==> src/rtl/parity_pkg.sv <==
// Shared types and the per-lane parity helper for the stream parity checker.
package parity_pkg;

  typedef enum logic {
    PAR_EVEN = 1'b0,
    PAR_ODD  = 1'b1
  } parity_mode_e;

  typedef enum logic {
    ST_EMPTY = 1'b0,
    ST_FULL  = 1'b1
  } stream_state_e;

  // Widest lane the helper handles; narrower lanes are zero-extended,
  // which leaves the XOR reduction unchanged.
  localparam int MAX_LANE_W = 64;

  // Returns 1 when the lane plus its parity bit violates the selected mode.
  function automatic logic lane_parity(input logic [MAX_LANE_W-1:0] data,
                                       input logic                  par,
                                       input parity_mode_e          mode);
    logic x;
    x = ^{data, par};
    return (mode == PAR_ODD) ? ~x : x;
  endfunction

endpackage

==> src/rtl/parity_lane_check.sv <==
// Combinational parity check of one lane against its parity bit.
module parity_lane_check
  import parity_pkg::*;
#(
  parameter int LANE_W = 8
) (
  input  logic [LANE_W-1:0] i_data,
  input  logic              i_par,
  input  parity_mode_e      i_mode,
  output logic              o_err
);

  logic [MAX_LANE_W-1:0] w_data_ext;

  // Zero-extend the lane to the helper's fixed argument width.
  always_comb begin
    w_data_ext               = '0;
    w_data_ext[LANE_W-1:0]   = i_data;
  end

  assign o_err = lane_parity(w_data_ext, i_par, i_mode);

endmodule

==> src/rtl/parity_checker_stream.sv <==
// Registered per-lane parity checker on a valid/ready stream with error statistics.
//
//  state    | meaning
//  ---------+------------------------------------------------
//  ST_EMPTY | output register holds no word, out_valid = 0
//  ST_FULL  | output register holds a checked word, out_valid = 1
module parity_checker_stream
  import parity_pkg::*;
#(
  parameter int DATA_W = 32,
  parameter int LANE_W = 8,
  parameter int CNT_W  = 16,
  localparam int LANES = DATA_W / LANE_W
) (
  input  logic              i_clk,
  input  logic              i_rst,
  input  logic              i_odd_mode,
  input  logic              i_in_valid,
  output logic              o_in_ready,
  input  logic [DATA_W-1:0] i_in_data,
  input  logic [LANES-1:0]  i_in_parity,
  output logic              o_out_valid,
  input  logic              i_out_ready,
  output logic [DATA_W-1:0] o_out_data,
  output logic [LANES-1:0]  o_out_lane_err,
  output logic              o_out_err,
  output logic              o_err_sticky,
  output logic [CNT_W-1:0]  o_err_count,
  input  logic [CNT_W-1:0]  i_err_thresh,
  output logic              o_err_alarm,
  input  logic              i_err_clr
);

  localparam logic [CNT_W-1:0] CNT_MAX = '1;

  parity_mode_e      w_mode;
  logic [LANES-1:0]  w_lane_err;
  logic              w_in_ready;
  logic              w_accept;
  logic              w_word_err;
  logic [CNT_W-1:0]  w_cnt_inc;

  stream_state_e     r_state;
  logic [DATA_W-1:0] r_out_data;
  logic [LANES-1:0]  r_out_lane_err;
  logic              r_err_sticky;
  logic [CNT_W-1:0]  r_err_count;

  assign w_mode = parity_mode_e'(i_odd_mode);

  for (genvar g = 0; g < LANES; g++) begin : g_lane
    parity_lane_check #(
      .LANE_W (LANE_W)
    ) u_lane (
      .i_data (i_in_data[g*LANE_W +: LANE_W]),
      .i_par  (i_in_parity[g]),
      .i_mode (w_mode),
      .o_err  (w_lane_err[g])
    );
  end

  assign w_in_ready = (r_state == ST_EMPTY) | i_out_ready;
  assign w_accept   = i_in_valid & w_in_ready;
  assign w_word_err = |w_lane_err;
  assign w_cnt_inc  = (r_err_count == CNT_MAX) ? r_err_count : r_err_count + CNT_W'(1);

  // Output register stage: load on accept, drain on out_ready, hold while stalled.
  always_ff @(posedge i_clk or posedge i_rst) begin
    if (i_rst) begin
      r_state        <= ST_EMPTY;
      r_out_data     <= '0;
      r_out_lane_err <= '0;
    end else begin
      case (r_state)
        ST_EMPTY: begin
          if (w_accept) begin
            r_state        <= ST_FULL;
            r_out_data     <= i_in_data;
            r_out_lane_err <= w_lane_err;
          end
        end
        ST_FULL: begin
          if (w_accept) begin
            r_out_data     <= i_in_data;
            r_out_lane_err <= w_lane_err;
          end else if (i_out_ready) begin
            r_state <= ST_EMPTY;
          end
        end
        default: r_state <= ST_EMPTY;
      endcase
    end
  end

  // Statistics count at accept time so a stalled word is only counted once;
  // an errored accept overrides a simultaneous clear and restarts at one.
  always_ff @(posedge i_clk or posedge i_rst) begin
    if (i_rst) begin
      r_err_sticky <= 1'b0;
      r_err_count  <= '0;
    end else if (w_accept && w_word_err) begin
      r_err_sticky <= 1'b1;
      r_err_count  <= i_err_clr ? CNT_W'(1) : w_cnt_inc;
    end else if (i_err_clr) begin
      r_err_sticky <= 1'b0;
      r_err_count  <= '0;
    end
  end

  assign o_in_ready     = w_in_ready;
  assign o_out_valid    = (r_state == ST_FULL);
  assign o_out_data     = r_out_data;
  assign o_out_lane_err = r_out_lane_err;
  assign o_out_err      = |r_out_lane_err;
  assign o_err_sticky   = r_err_sticky;
  assign o_err_count    = r_err_count;
  assign o_err_alarm    = (i_err_thresh != '0) && (r_err_count >= i_err_thresh);

endmodule

==> config.mk <==
export PLATFORM = sky130hd
export DESIGN_NAME = parity_checker_stream
export DESIGN_NICKNAME = d
export VERILOG_FILES = /design/src/rtl/parity_pkg.sv /design/src/rtl/parity_lane_check.sv /design/src/rtl/parity_checker_stream.sv
export SDC_FILE = /design/constraint.sdc
export NUM_CORES = 1
export LEC_CHECK = 0
export ABC_CLOCK_PERIOD_IN_PS = 1850
export CAP_MARGIN = 10
export CELL_PAD_IN_SITES_DETAIL_PLACEMENT = 2
export CELL_PAD_IN_SITES_GLOBAL_PLACEMENT = 2
export CORE_MARGIN = 1
export CORE_UTILIZATION = 26
export CTS_BUF_LIST = sky130_fd_sc_hd__clkbuf_8
export DETAILED_ROUTE_END_ITERATION = 8
export PLACE_DENSITY = 0.88
export SLEW_MARGIN = 20
export SYNTH_ARGS = -nofsm -noshare
export SYNTH_HDL_FRONTEND = slang
export SYNTH_HIERARCHICAL = 1
export SYNTH_SLANG_ARGS = --single-unit
==> constraint.sdc <==
create_clock -name i_clk -period 1.85 [get_ports i_clk]
set_input_delay 0.185 -clock i_clk [delete_from_list [all_inputs] [get_ports i_clk]]
set_output_delay 0.185 -clock i_clk [all_outputs]
set_load 0.05 [all_outputs]
==> impl_metrics.yaml, run 1 <==
power_and_ir_drop:
  power-per-cell-area_nw_per_um2: 820
  vdd_drop_max_v: 0.000484
  total_leakage_power_nw: 2.75
layout:
  syn2layout_area_growth_pct: 77.3
  mostFrequentLayoutCells: "67 x sky130_fd_sc_hd__clkdlybuf4s50_1, 61 x sky130_fd_sc_hd__buf_4, 45 x sky130_fd_sc_hd__dfrtp_1"
  finalNetCount: 527
  post_route_cells_drive_above_1_share_pct: 41.7
  finish.instance_area_sq_um: 5560
  number_of_cells_in_the_finished_layout_apart_from_fillers: 597
  mostFrequentLayoutCell: "sky130_fd_sc_hd__clkdlybuf4s50_1"
detailed_routing:
  wl_met1_mm: 4.82
  remaining_drc_errors: 18
  route.met2.wl_mm: 7.31
  vias_per_cell: 4.86
  route.detailed.wl_per_inst_um: 22.1
  dr_wl_met3_um: 768
  topRoutingLayerUsed: "met4"
  detail_route.wirelength_mm: 13.2
  detail-route-antenna-nets: 0
  drtIter0Drc: 54
  num_vias: 2904
  firstDrtPassIters: 9
clocking:
  cts_buffer_depth: 2
  clkLatencyLatePin_ns: 0.33
  tritoncts: "yes"
  clock_sinks: 54
  cts_made_buffers: 5
  clock-root-buffer: "sky130_fd_sc_hd__clkbuf_8"
  path_clk_slew_ns: 0.12
  cts-htree-levels: 2
placement:
  pre_cts_worst_setup_slack_ns: -1.19
  dpl-instance-area_sq_um: 5090
  io_buffers: 114
  dp_hpwl_mm: 9.55
  globalplace.congestion: 0.795
  dp.cells: 575
sta:
  setup_viol: 17
  timing.final.hold_violations: 0
  timing.slew.headroom_pct: 59.6
  finalHoldWorstSlack_ns: 0.139
  max_freq_ghz: 0.427
  fin_setup_tns_ns: -4.89
  timing.clock.skew_ns: 0.0168
  fin_crit_ns: 2.34
  finalMaxSlewViolations: 0
  worst_slack_ns: -0.492
  grt_setup_unrepaired: "true"
  worst-slew-pin-transition_ns: 0.603
  fin_crit_sh_pct: 127
worst_setup_path:
  startpoint_type: "flop"
  worstPathArrival_ns: 2.16
  critPathSlowestCell: "sky130_fd_sc_hd__dfrtp_2"
  critPathMaxFanout: 2
  crit_path_cell_trace: "inv_2 -> ha_4 -> nand2b_4 -> a2111oi_4 -> nor3_1 -> a22o_1 -> o31a_4 -> buf_6"
  critPathCaptureType: "output pin"
  cp_slowest_stage_delay_ns: 0.42
  setup.worst_path.class: "flop to output pin"
  worstPathRequired_ns: 1.66
grt:
  grt_first_pass_wirelength_mm: 20.3
  first_global_vias: 3635
  number_of_antenna_violations_at_the_first_check_in_global_routing: 1
  grt_util_all_layers_pct: 21.4
  grt_overflow_total: 0
  grt_max_degree: 41
hold_path:
  timing.hold.worst.class: "input pin to async pin"
floorplanning:
  core_area_sq_um: 11600
  boundaryPins: 115
  die_h_um: 112
  floorplan.rows: 39
  initial_core_util_pct: 27.1
  die_area_sq_um: 12500
  die_w_um: 112
synthesis:
  ys.flop_type: "sky130_fd_sc_hd__dfrtp_1"
  syn-mean-instance-area_sq_um: 11.5
  synth-warning-count: 6
  portion_of_the_post_synthesis_area_used_by_sequential_elements_pct: 43.1
  synth_top_area_cells: "sky130_fd_sc_hd__dfrtp_1 43%, sky130_fd_sc_hd__mux2_2 13%, sky130_fd_sc_hd__ha_1 6.8%"
  syn-num-nets: 347
  synthesized_instance_count: 272
  netlist.top_cell.by_area: "sky130_fd_sc_hd__dfrtp_1"
  netlist-cell-type-count: 51
  postSynth.asyncResetShare_pct: 100
  synth_enable_flop_cells: 0
  syn_area_sq_um: 3140
  ys_seq_elements: 54
  netlist.area_leader.share_pct: 43.1
run:
  cap_viol_max_count: 0
outcome:
  violations: "design-rule violations, negative setup slack"
  run_status: "complete, but fails checks"
layout make-up:
class	count	area (sq um)
well taps	143	179
inverters	21	82.6
fillers	1134	6000
repair buffers	178	1670
diodes	1	2.50
flip-flops and latches	54	1360
clock buffers	5	68.8
multi-input cells	192	2160
clock inverters	3	37.5
repair_timing:
item | in CTS | in global routing
hold buffers | 0 | 0
endpoints found under the hold margin | 0 | 0
gates resized for setup | 63 | 53
buffers inserted | 11 | 9
pin swaps | 30 | 35
setup endpoints to repair | 20 | 21
Yosys cell counts (3+ instances only):
| master | instances |
|---|---|
| sky130_fd_sc_hd__dfrtp_1 | 54 |
| sky130_fd_sc_hd__mux2_2 | 36 |
| sky130_fd_sc_hd__xnor2_1 | 24 |
| sky130_fd_sc_hd__inv_1 | 21 |
| sky130_fd_sc_hd__ha_1 | 17 |
| sky130_fd_sc_hd__nand2_1 | 12 |
| sky130_fd_sc_hd__nor2_1 | 12 |
| sky130_fd_sc_hd__a21oi_1 | 10 |
| sky130_fd_sc_hd__nand3_1 | 9 |
| sky130_fd_sc_hd__xor2_1 | 6 |
| sky130_fd_sc_hd__nand4_1 | 5 |
| sky130_fd_sc_hd__o21ai_0 | 5 |
| sky130_fd_sc_hd__nor4_1 | 4 |
| sky130_fd_sc_hd__xnor2_2 | 4 |
| sky130_fd_sc_hd__xnor3_1 | 4 |
| sky130_fd_sc_hd__and3_1 | 3 |
| sky130_fd_sc_hd__buf_2 | 3 |
| sky130_fd_sc_hd__mux2i_1 | 3 |
where the power goes:
group / internal, mW / total, mW / switching (mW)
clock: 0.396 / 0.820 / 0.424
sequential: 1.35 / 1.49 / 0.147
combinational: 1.01 / 2.25 / 1.24
cells by family (layout without fill, tap and decap cells):
family	Yosys count	in the layout	synth area share [%]
AND/OR/NAND/NOR	68	68	13.2
flip-flops	54	54	43.1
multiplexers	40	40	14.4
XOR/XNOR	38	38	13.3
AO/OA/AOI/OAI	29	29	5.95
buffers and inverters	26	207	3.23
adder cells (fa/ha/maj)	17	17	6.78
other	0	1	0
per-stage QoR:
stage	power, mW	utilization [%]
6_report	4.56	48.1
3_5_place_dp	3.56	44.0
4_1_cts	4.50	47.0
2_1_floorplan	2.74	-
3_3_place_gp	3.47	44.0
5_1_grt	4.73	48.1
sequential cells by signal, indices dropped and copies added (netlist names):
| register | count |
|---|---|
| o_out_lane_err | 4 |
| o_err_count | 16 |
| o_err_sticky | 1 |
| o_out_valid | 1 |
| o_out_data | 32 |
layer usage:
layer,track usage [%],vias up
met1,22.5,1448
met3,4.30,21
met4,7.84,0
li1,-,1316
met2,41.6,119
met5,0,-
critical path, delay by kind of cell (launching register included):
| family | cells | cell delay (ns) |
|---|---|---|
| and+or+nand+nor | 2 | 0.22 |
| DFF | 1 | 0.42 |
| adders and majority gates | 1 | 0.19 |
| AOI/OAI and AO/OA | 3 | 0.78 |
| buffers and inverters | 2 | 0.22 |
worst paths after layout:
check	slack, ns	endpoint	cells after the start	from
max	-0.49	o_err_alarm	8	o_err_count[0]
min	0.14	o_out_data[21]	2	i_rst
max reg2reg	0.02	o_err_count[1]	8	o_err_count[5]
min reg2reg	0.52	o_out_data[11]	1	o_out_data[11]
max in group asynchronous	1.13	o_err_count[10]	3	i_rst
min in group i_clk	0.14	o_out_data[22]	2	i_in_data[22]
No activity file was read; power rests on OpenSTA's default activity.
==> inputs of run 2 (changes only) <==
Settings changed: SLEW_MARGIN 20 to 0.
==> results of run 2 <==
No change in the layout: final DEF, timing and power equal those of run 1.
